File: src/rtl/matmul_scheduler.sv
// Row-major operand scheduler for an NxN matmul: fetches A row / B column from BRAM,
// hands operand pairs to the compute unit and bounds the number of unretired ops.
module matmul_scheduler #(
  parameter int MAX_SIZE     = 32,
  parameter int RD_LAT       = 2,
  parameter int MAX_INFLIGHT = 4,
  localparam int IW = $clog2(MAX_SIZE),
  localparam int CW = $clog2(MAX_INFLIGHT + 1)
) (
  input  logic          inter_refclk,
  input  logic          rst_n,
  input  logic          load_complete,
  input  logic [5:0]    n_cfg,
  output logic          rd_en,
  output logic [IW-1:0] rd_row,
  output logic [IW-1:0] rd_col,
  output logic          op_valid,
  input  logic          op_ready,
  output logic [IW-1:0] op_i,
  output logic [IW-1:0] op_j,
  input  logic          res_valid,
  output logic          busy,
  output logic          done,
  output logic          err
);

  typedef enum logic [2:0] {IDLE, FETCH, WAIT, ISSUE, DRAIN, DONE} state_t;

  state_t        state_q, state_d;
  logic [5:0]    n_q, n_d;
  logic [IW-1:0] i_q, i_d, j_q, j_d;
  logic [CW-1:0] inflight_q, inflight_d;
  logic [2:0]    wcnt_q, wcnt_d;
  logic          lc_q, arm_q, arm_d;
  logic          rd_en_q, rd_en_d, op_valid_q, op_valid_d;
  logic          busy_q, busy_d, done_q, done_d, err_q, err_d;
  logic [IW-1:0] rd_row_q, rd_row_d, rd_col_q, rd_col_d;
  logic [IW-1:0] op_i_q, op_i_d, op_j_q, op_j_d;
  logic          start, hs, spurious, last_col, last_row;

  always_comb begin
    state_d    = state_q;
    n_d        = n_q;
    i_d        = i_q;
    j_d        = j_q;
    wcnt_d     = wcnt_q;
    err_d      = err_q;
    inflight_d = inflight_q;
    spurious   = 1'b0;
    // arm_q blocks a level already high at reset release from looking like an edge
    arm_d      = arm_q | ~load_complete;
    start      = (state_q == IDLE) && load_complete && !lc_q && arm_q;
    hs         = (state_q == ISSUE) && op_ready;
    last_col   = 6'(j_q) == n_q - 6'd1;
    last_row   = 6'(i_q) == n_q - 6'd1;

    if (hs && !res_valid)
      inflight_d = inflight_q + CW'(1);
    else if (res_valid && inflight_q == '0) begin
      spurious = 1'b1;
      if (hs) inflight_d = CW'(1);
    end else if (res_valid && !hs)
      inflight_d = inflight_q - CW'(1);

    case (state_q)
      IDLE: if (start) begin
        if (n_cfg == 6'd0 || 32'(n_cfg) > MAX_SIZE) err_d = 1'b1;
        else begin
          n_d     = n_cfg;
          i_d     = '0;
          j_d     = '0;
          err_d   = 1'b0;
          state_d = FETCH;
        end
      end
      FETCH: if (inflight_q < CW'(MAX_INFLIGHT)) begin
        state_d = WAIT;
        wcnt_d  = 3'(RD_LAT - 2);
      end
      WAIT: begin
        if (wcnt_q == 3'd0) state_d = ISSUE;
        else wcnt_d = wcnt_q - 3'd1;
      end
      ISSUE: if (op_ready) begin
        if (last_col) begin
          j_d     = '0;
          i_d     = i_q + IW'(1);
          state_d = last_row ? DRAIN : FETCH;
        end else begin
          j_d     = j_q + IW'(1);
          state_d = FETCH;
        end
      end
      DRAIN: if (inflight_d == '0) state_d = DONE;
      DONE:  state_d = IDLE;
      default: state_d = IDLE;
    endcase

    if (spurious) err_d = 1'b1;

    // outputs registered from the next state so they line up with it
    rd_en_d    = (state_d == FETCH) && (inflight_d < CW'(MAX_INFLIGHT));
    rd_row_d   = rd_en_d ? i_d : rd_row_q;
    rd_col_d   = rd_en_d ? j_d : rd_col_q;
    op_valid_d = (state_d == ISSUE);
    op_i_d     = op_valid_d ? i_d : op_i_q;
    op_j_d     = op_valid_d ? j_d : op_j_q;
    busy_d     = state_d inside {FETCH, WAIT, ISSUE, DRAIN};
    done_d     = (state_d == DONE);
  end

  always_ff @(posedge inter_refclk or negedge rst_n) begin
    if (!rst_n) begin
      state_q    <= IDLE;
      n_q        <= '0;
      i_q        <= '0;
      j_q        <= '0;
      inflight_q <= '0;
      wcnt_q     <= '0;
      lc_q       <= 1'b0;
      arm_q      <= 1'b0;
      rd_en_q    <= 1'b0;
      rd_row_q   <= '0;
      rd_col_q   <= '0;
      op_valid_q <= 1'b0;
      op_i_q     <= '0;
      op_j_q     <= '0;
      busy_q     <= 1'b0;
      done_q     <= 1'b0;
      err_q      <= 1'b0;
    end else begin
      state_q    <= state_d;
      n_q        <= n_d;
      i_q        <= i_d;
      j_q        <= j_d;
      inflight_q <= inflight_d;
      wcnt_q     <= wcnt_d;
      lc_q       <= load_complete;
      arm_q      <= arm_d;
      rd_en_q    <= rd_en_d;
      rd_row_q   <= rd_row_d;
      rd_col_q   <= rd_col_d;
      op_valid_q <= op_valid_d;
      op_i_q     <= op_i_d;
      op_j_q     <= op_j_d;
      busy_q     <= busy_d;
      done_q     <= done_d;
      err_q      <= err_d;
    end
  end

  assign rd_en    = rd_en_q;
  assign rd_row   = rd_row_q;
  assign rd_col   = rd_col_q;
  assign op_valid = op_valid_q;
  assign op_i     = op_i_q;
  assign op_j     = op_j_q;
  assign busy     = busy_q;
  assign done     = done_q;
  assign err      = err_q;

endmodule

File: config.mk
export PLATFORM = sky130hd
export DESIGN_NAME = matmul_scheduler
export DESIGN_NICKNAME = d
export VERILOG_FILES = /design/src/rtl/matmul_scheduler.sv
export SDC_FILE = /design/constraint.sdc
export NUM_CORES = 1
export LEC_CHECK = 0
export BUFFER_PORTS_ARGS = -buffer_cell sky130_fd_sc_hd__buf_2
export CORE_UTILIZATION = 34
export DETAILED_ROUTE_END_ITERATION = 10
export PLACE_DENSITY = 0.5
export SYNTH_ARGS = -nofsm -noshare
export SYNTH_HDL_FRONTEND = slang
export SYNTH_SLANG_ARGS = --single-unit
File: constraint.sdc
create_clock -name inter_refclk -period 7.71 [get_ports inter_refclk]
set_input_delay 1.542 -clock inter_refclk [delete_from_list [all_inputs] [get_ports inter_refclk]]
set_output_delay 1.542 -clock inter_refclk [all_outputs]
set_load 0.01 [all_outputs]
### Yosys cells after proc, flatten, opt, wreduce, memory -nomap -nowiden

Cells that the tools add are included.

| operators by class | value |
|---|---|
| add/sub/neg operators | 6 |
| $lt $le $gt $ge | 3 |
| equal/unequal tests | 13 |
| multiplexer cells | 32 |
| bitwise operators | 3 |
| reductions and logical operators | 24 |

Operators with widths:

| operator | count |
|---|---|
| $mux 3 | 14 |
| $mux 5 | 8 |
| $pmux 5 s2 | 2 |
| $pmux 3 s5 | 1 |
| $eq 3x2->1 const B | 4 |
| $eq 5x6->1 | 2 |
| $logic_not 3->1 | 4 |
| $add 5x1->5 const B | 2 |
| $eq 3x3->1 const B | 3 |
| $logic_and 1x1->1 | 8 |
| $eq 3x1->1 const B | 2 |
| $gt 6x6->1 const B | 1 |
| $logic_not 6->1 | 1 |
| $lt 3x3->1 const B | 2 |
| $mux 1 | 6 |
| $pmux 3 s2 | 1 |
| $reduce_and 3->1 | 2 |
| $reduce_bool 2->1 | 3 |
| $sub 3x1->3 const B | 2 |
| $sub 6x1->6 const B | 1 |
| $ne 2x2->1 const B | 2 |
| $reduce_bool 4->1 | 1 |
| $add 3x1->3 const B | 1 |
| $logic_not 1->1 | 3 |
| 4 further kinds | 5 |

| storage, ports and cells | value |
|---|---|
| register bits | 52 |
| bits of input ports | 11 |
| output and inout bits | 25 |
| word-level logic and storage cells | 98 |

### Depth between registers and ports, before layout

Gate-level depths: netlist of the first run.

| depth | value |
|---|---|
| word-level depth | 12 |
| gate-level depth with buffers | 10 |

### Least setup slack after synthesis of the first run

No wires, ideal clock.

| timing path | value |
|---|---|
| path type | in2reg |
| start | in n_cfg[0] |
| end | reg rd_col_q[0] (netlist: rd_col[0]) |
| setup time | 0.125 ns |
| arrival time | 3.509 ns |
| required time | 7.585 ns |
| path slack | 4.076 ns |
| stages on the path | 8 |
| cell sequence | or4_4 -> o21a_1 -> nor3_2 -> nor2_2 -> o311ai_4 -> nand3_4 -> buf_6 -> mux2_4 |

| on the way | value |
|---|---|
| word-level cells in the longest chain between the ends | 7 |
| elaborated cells between the ends (all ways) | 11 |

RTL lines:

| element | RTL line | RTL |
|---|---|---|
| from (decl) | 13 | `input logic [5:0] n_cfg,` |
| $gt 6x6->1 or $logic_not 6->1 (tied branches) | 67 | `if (n_cfg == 6'd0 \|\| 32'(n_cfg) > MAX_SIZE) err_d = 1'b1;` |
| $logic_or 1x1->1 (*) | 67 |  |
| $mux 3 (*) | 67 |  |
| $mux 3 (*) | 66 | `IDLE: if (start) begin` |
| $pmux 3 s5 (*) | 65 | `case (state_q)` |
| net state_d[0] | 29 | `state_t state_q, state_d;` |
| $eq 3x1->1 (*) | 102 | `rd_en_d = (state_d == FETCH) && (inflight_d < CW'(MAX_INFLIGHT));` |
| $logic_and 1x1->1 (*) | 102 |  |
| to (signal assigned) | 142 | `rd_col_q <= rd_col_d;` |
| to (decl) | 37 | `logic [IW-1:0] rd_row_q, rd_row_d, rd_col_q, rd_col_d;` |

Mark *: on every way through the listed nets, which the timed path passes. The rest lies on a longest branch.
A chain may end at the register's enable or synchronous reset.

### Worst setup path in the final report of the first run

| timing path | value |
|---|---|
| start | in n_cfg[0] |
| end | reg op_i_q[1] (netlist: op_i[1]) |

| on the way | value |
|---|---|
| word-level cells in the longest chain between the ends | 6 |
| elaborated cells between the ends (all ways) | 10 |

RTL lines:

| element | RTL line | RTL |
|---|---|---|
| $gt 6x6->1 or $logic_not 6->1 (tied branches) | 67 |  |
| $logic_or 1x1->1 (*) | 67 |  |
| $mux 3 (*) | 67 |  |
| $mux 3 (*) | 66 |  |
| $pmux 3 s5 (*) | 65 |  |
| net state_d[0] | 29 |  |
| $eq 3x2->1 (*) | 105 | `op_valid_d = (state_d == ISSUE);` |
| to (signal assigned) | 144 | `op_i_q <= op_i_d;` |
| to (decl) | 38 | `logic [IW-1:0] op_i_q, op_i_d, op_j_q, op_j_d;` |

Marked as above.

==> results.py, run 1 <==
metrics = {
    "die": {
        "initial_core_util": 0.357,
        "die_width_um": 93.0,
        "die_area_mm2": 0.00865,
        "die_h_um": 93.0,
        "coreArea_mm2": 0.00789,
        "io_pins": 36,
        "rows": 32,
    },
    "sta": {
        "fin_crit_sh": 0.493,
        "rsz0062_at_grt": "no",
        "final_max_slew_viol_count": 0,
        "tns_ns": 0,
        "relSlewSlack": 0.541,
        "fmax_mhz": 263,
        "skew_ns": 0.0115,
        "period_needed_ns": 3.80,
        "setup_viol": 0,
        "tightest_slew_ns": 0.689,
        "hold_viol": 0,
    },
    "yosys": {
        "synthSimpleGateAreaFrac": 0.138,
        "synthXorXnorAreaFrac": 0.0675,
        "syn-num-nets": 250,
        "synth_top_area_share": 0.462,
        "synth_compound_area_frac": 0.114,
        "async_flop_share": 1.00,
        "synth_warnings": 0,
        "synthAdderAreaFrac": 0.0355,
        "yosysTopAreaCell": "dfrtp_1",
        "synth-seq-cells": 52,
        "ys.flop_type": "dfrtp_1",
        "syn-cell-area_mm2": 0.00282,
        "syn_area_per_cell_um2": 12.2,
        "yosysSeqAreaShare": 0.462,
        "synth_commonest_cells": "dfrtp_1, mux2_4, nand2_1",
        "muxShareOfSynthArea": 0.141,
        "netlist_top_cells_area": "dfrtp_1, mux2_4, xnor2_1",
        "netlist-cell-type-count": 55,
        "synth.most_common_cell": "dfrtp_1",
        "syn_inst": 231,
        "synth_edf_count": 0,
        "synth_top_family_by_area": "multiplexers",
    },
    "global_route": {
        "grt_pass1_vias": 1886,
        "overflow": 0,
        "grtUsageMet1": 0.201,
        "globalRouteMet3Util": 0.0293,
        "grt_use_met2": 0.232,
        "grt_usage": 0.146,
        "grt_start_max_net_pins": 53,
        "antenna_found_initial": 0,
        "grt_pass1_wl_mm": 9.67,
        "grt-busiest-layer": "met2",
    },
    "routing": {
        "ant_nets": 0,
        "vias_per_cell": 5.01,
        "drc": 0,
        "num_vias": 1854,
        "drt_first_pass_iters": 4,
        "wl_per_cell_um": 15.8,
        "drtIter0Drc": 67,
        "routed_wirelength_mm": 5.85,
    },
    "clock_tree": {
        "post_cts_resized": 0,
        "post_cts_buffers": 0,
        "clock_latency_ns": 0.31,
        "path_clk_slew_ns": 0.09,
        "holdBufCountCts": 0,
        "cts_sinks": 52,
        "cts_tree": "done",
        "root_buffer": "clkbuf_8",
        "cts_max_level": 2,
        "cts-buffers-inserted": 5,
        "clock_path_buffers": 2,
    },
    "critical_path": {
        "cp-start-kind": "input pin",
        "reg2reg_depth": 9,
        "criticalPathCategory": "input pin to flop",
        "crit_fanout": 11,
        "worst_ep_arrival_time_ns": 4.00,
        "r2r_slack_ns": 4.69,
        "required_ns": 7.91,
        "crit_path_end_kind": "flop",
    },
    "hold_path": {
        "hold_class": "flop to flop",
        "whs_path_depth": 1,
    },
    "layout": {
        "drive_gt1_frac": 0.321,
        "areaGrowthSynthToFinish_pct": 11.9,
        "diodes": 0,
        "nNetsFinal": 286,
    },
    "place": {
        "gp_congestion": 0.803,
        "port_buffers": 35,
        "hpwl_mm": 4.16,
    },
    "power_and_ir_drop": {
        "p_per_area_mw_per_mm2": 352,
        "peakVddDrop_uv": 122,
        "power.leakage_uw": 0.00156,
        "power_uw": 1110,
    },
    "status": {
        "status": "finished, final reports clean",
    },
    "flow_run": {
        "cap_violations": 0,
    },
}
sequential cells by signal (all words and copies together), names as in the netlist, 3 cells and up:
signal and flops:
state_q 3, op_j 5, j_q 5, rd_row 5
i_q 5, wcnt_q 3, op_i 5, n_q 6
inflight_q 3, rd_col 5
logic make-up (layout without fill, tap and decap cells):
family                     Yosys count  after routing
DFF                                 52             52
adders and majority gates            8              8
AOI/OAI and AO/OA                   40             40
xor gates and xnor gates            17             17
muxes                               28             28
buffers and inverters               21             58
and+or+nand+nor                     65             65
cell type report:
type / count / area [um^2]
clock buffers: 6 / 72.6
clock inverters: 2 / 16.3
well taps: 102 / 128
flip-flops and latches: 52 / 1300
repair buffers: 36 / 183
inverters: 14 / 52.6
multi-input cells: 158 / 1400
fillers: 770 / 4740
path summary, 6_finish.rpt:
kind / from / to
setup / recovery: n_cfg[0] / op_i[1]
hold / removal: arm_q / arm_q
setup reg to reg: n_q[0] / op_j[3]
hold reg to reg: arm_q / arm_q
max in group asynchronous: rst_n / wcnt_q[0]
min in group asynchronous: rst_n / n_q[2]
routing by layer:
layer  share of wire  up-vias  wire (um)
li1                -      897          -
met1            0.49      926       2860
met2            0.47       25       2760
met3           0.027        6        159
met4           0.013        0         74
met5               0        -          0
worst max-delay path: stages:
cell and delay [ns]:
buf_2 0.10, or4_4 0.54, o21a_1 0.20, nor3_2 0.55
nor2_2 0.14, o311ai_4 0.17, nand2_2 0.35, mux2_4 0.39
placed cells by master (no fill, tap or decap), types with 2 or more instances in the layout:
cell,instances
nand3b_1,2
clkbuf_8,5
o21bai_1,3
mux2_4,19
dfrtp_1,52
a21oi_1,5
o21ai_0,12
nor3_2,2
xnor3_1,3
xnor2_1,12
nand3_1,5
a41oi_1,2
o211ai_1,3
nand4b_1,2
inv_1,14
nor3b_1,2
nand2b_1,3
nand2_1,15
and3_2,2
nand4_1,3
nor3_1,4
and4b_1,2
and3_1,2
nor2_1,10
mux2_2,7
a22o_1,3
xor2_1,2
buf_2,35
ha_1,8
stage by stage:
| step | std cells | worst slack (ns) | util | hold slack [ns] | instance area [um^2] |
|---|---|---|---|---|---|
| detailed placement | 362 | 3.53 | 0.388 | 0.449 | 3060 |
| global route | 370 | 3.69 | 0.399 | 0.519 | 3150 |
| floorplan | 231 | 4.08 | - | 0.426 | 2820 |
| global placement | 362 | 3.57 | 0.388 | 0.450 | 3060 |
| finish | 370 | 3.91 | 0.399 | 0.477 | 3150 |
| CTS | 370 | 3.87 | 0.399 | 0.477 | 3150 |
power breakdown:
part           total (uW)  internal (uW)  switching (uW)  leakage (uW)
clock network         157           64.8            91.8     0.0000414
registers             419            345            74.4      0.000680
logic                 532            246             286      0.000835
Power figures use the tool's default switching activity.
==> run 2: changes to the inputs <==
- ABC_AREA: default -> 1
- PLACE_DENSITY: 0.5 -> 0.51
- clock period: 7.71 -> 3.2 ns (I/O delays scaled with it)
==> run 2 against run 1 <==
Net effect: count of clock-buffer cells in the layout down 1; die area up 2.0%; wire length up 9.8%; critical path depth up 7; power up 140%; combinational power rose to 2.5 times the previous value; non-clock buffer count up 2; register-to-register slack worse by 3.8 ns; area after synthesis up 2.1%; final area up 3.7%; sequential power up 130%; critical path type is now flop to flop.
==> results.py, run 2 <==
metrics = {
    "layout": {
        "nNetsFinal": 434,
        "areaGrowthSynthToFinish_pct": 13.7,
        "fillers": 871,
        "multi_input_area_mm2": 0.00138,
        "drive_gt1_frac": 0.180,
        "largest_reg_flops": 6,
        "final_common_cell": "nand2_1",
        "seqCellArea_mm2": 0.00130,
        "regMostFlops": "n_q",
        "diodes": 0,
        "final_cell_mix": "nand2_1, dfrtp_1, nand3_1, inv_1, buf_2",
        "layoutNonFillerInstCount": 521,
    },
    "sta": {
        "rsz0062_at_grt": "no",
        "final_max_slew_viol_count": 0,
        "period_needed_ns": 2.36,
        "setup_viol": 0,
        "tns_ns": 0,
        "fin_ws_ns": 0.841,
        "skew_ns": 0.00842,
        "fin_crit_sh": 0.737,
        "hold_viol": 0,
        "whs_ns": 0.370,
        "tightest_slew_ns": 0.708,
        "relSlewSlack": 0.528,
        "fmax_mhz": 424,
    },
    "hold_path": {
        "hold_class": "input pin to asynchronous set/reset pin",
    },
    "routing": {
        "drt_first_pass_iters": 4,
        "drc": 0,
        "vias_per_cell": 4.60,
        "ant_nets": 0,
        "num_vias": 2397,
        "wl_per_cell_um": 12.3,
        "drtIter0Drc": 103,
        "routed_wirelength_mm": 6.42,
    },
    "place": {
        "hpwl_mm": 5.00,
        "dp_cells": 513,
        "port_buffers": 35,
        "place_ws_ns": 0.833,
        "gp_congestion": 0.829,
    },
    "clock_tree": {
        "post_cts_resized": 0,
        "clock_latency_ns": 0.31,
        "cts_tree": "done",
        "post_cts_buffers": 0,
        "holdBufCountCts": 0,
        "cts-buffers-inserted": 5,
        "clock_path_buffers": 2,
        "cts_sinks": 52,
        "root_buffer": "clkbuf_8",
        "cts_max_level": 2,
        "path_clk_slew_ns": 0.10,
    },
    "yosys": {
        "syn_inst": 374,
        "syn_area_per_cell_um2": 7.69,
        "syn-cell-area_mm2": 0.00288,
        "ys.flop_type": "dfrtp_1",
        "yosysSeqAreaShare": 0.453,
        "async_flop_share": 1.00,
        "synth_edf_count": 0,
        "netlist_top_cells_area": "dfrtp_1, nand2_1, nand3_1",
        "synth-seq-cells": 52,
        "yosysTopAreaCell": "dfrtp_1",
        "netlist-cell-type-count": 32,
        "syn-num-nets": 393,
        "synth_top_area_share": 0.453,
        "synth.most_common_cell": "nand2_1",
        "synth_warnings": 0,
        "synth_commonest_cells": "nand2_1, dfrtp_1, nand3_1",
    },
    "flow_run": {
        "cap_violations": 0,
    },
    "critical_path": {
        "cp-start-kind": "flop",
        "criticalPathCategory": "flop to flop",
        "reg2reg_depth": 15,
        "crit_chain": "inv_2 > ha_1 > nand2_1 > nand3_1 > nand2_1 > nor2_1 > nand2_1 > nor2_2 > nand2_1 > nand2_1 > nand3_4 > nand2_4 > inv_2 > nand2_1 > nand2_1",
        "cp_common_cell": "nand2_1",
        "crit_fanout": 11,
        "required_ns": 3.40,
        "crit_buf_inv": 2,
        "crit_cells": 15,
        "cp_slowest_cell": "dfrtp_1",
        "worst_ep_arrival_time_ns": 2.56,
        "cp_top_family": "simple AND/OR/NAND/NOR gates",
        "crit_path_end_kind": "flop",
        "cp_slowest_stage_delay_ns": 0.41,
    },
    "die": {
        "die_width_um": 94.0,
        "rows": 33,
        "initial_core_util": 0.350,
        "io_pins": 36,
        "coreArea_mm2": 0.00822,
        "die_h_um": 94.0,
        "die_area_mm2": 0.00883,
    },
    "status": {
        "status": "finished, final reports clean",
    },
    "global_route": {
        "grt_pass1_wl_mm": 10.8,
        "grt_usage": 0.160,
        "grt_pass1_vias": 2296,
        "grt_start_max_net_pins": 32,
        "antenna_found_initial": 0,
        "overflow": 0,
    },
    "power_and_ir_drop": {
        "peakVddDrop_uv": 393,
        "power.leakage_uw": 0.00182,
        "p_per_area_mw_per_mm2": 824,
    },
}
-- run 2: cell count changes in the layout (fill, tap and decap cells not counted), sizes merged, moves of 6 or more --
cell and delta:
nor2 +17, inv +31, nand3 +38, nand2 +137, o21ai -6, mux2 -26, xnor2 -11
-- run 2: cells by family after synthesis --
logic type / synth area share
simple gates: 0.389
flops: 0.453
buf+inv: 0.0670
compound gates: 0.0379
fa+ha+maj: 0.0348
xor+xnor: 0.0183
-- run 2: per-stage QoR --
step            util  area [um^2]  total power (uW)
4_1_cts        0.398         3270              2740
5_1_grt        0.398         3270              2950
6_report       0.398         3270              2690
3_5_place_dp   0.387         3180              2340
3_3_place_gp   0.387         3180              2330
2_1_floorplan      -         2880              2010
-- run 2: path summary, 6_finish.rpt --
check | startpoint | to | slack (ns)
worst min register to register | arm_q | arm_q | 0.46
worst max register to register | n_q[0] | op_i[0] | 0.84
worst min-delay path | rst_n | rd_row[3] | 0.37
worst max-delay path | n_q[0] | op_i[0] | 0.84
max in group asynchronous | rst_n | wcnt_q[0] | 2.18
min in group inter_refclk | arm_q | arm_q | 0.46
-- run 2: layout make-up --
class                           instances  share of cell area
Clock buffer                            5              0.0211
Clock inverter                          3             0.00689
Sequential cell                        52               0.398
Inverter                               44              0.0505
Tap cell                              105              0.0402
Timing Repair Buffer                   38              0.0605
Multi-Input combinational cell        274               0.423
-- run 2: worst register-to-register path: stages (launching register included) --
cell and delay [ns]:
dfrtp_1 0.41, inv_2 0.14, ha_1 0.28, nand2_1 0.09, nand3_1 0.09, nand2_1 0.06
nor2_1 0.09, nand2_1 0.08, nor2_2 0.24, nand2_1 0.10, nand2_1 0.11, nand3_4 0.15
nand2_4 0.17, inv_2 0.11, nand2_1 0.08, nand2_1 0.05
-- run 2: where the power goes --
part	internal [uW]	switching, uW
combinational	447	880
clock	157	231
sequential	837	140
total	1440	1250
-- run 2: layer usage --
layer	routed length [um]	global-route usage	up-vias
li1	-	-	1265
met1	3120	0.209	1107
met2	3090	0.268	19
met3	115	0.0267	6
met4	97	0.0526	0
met5	0	0	-
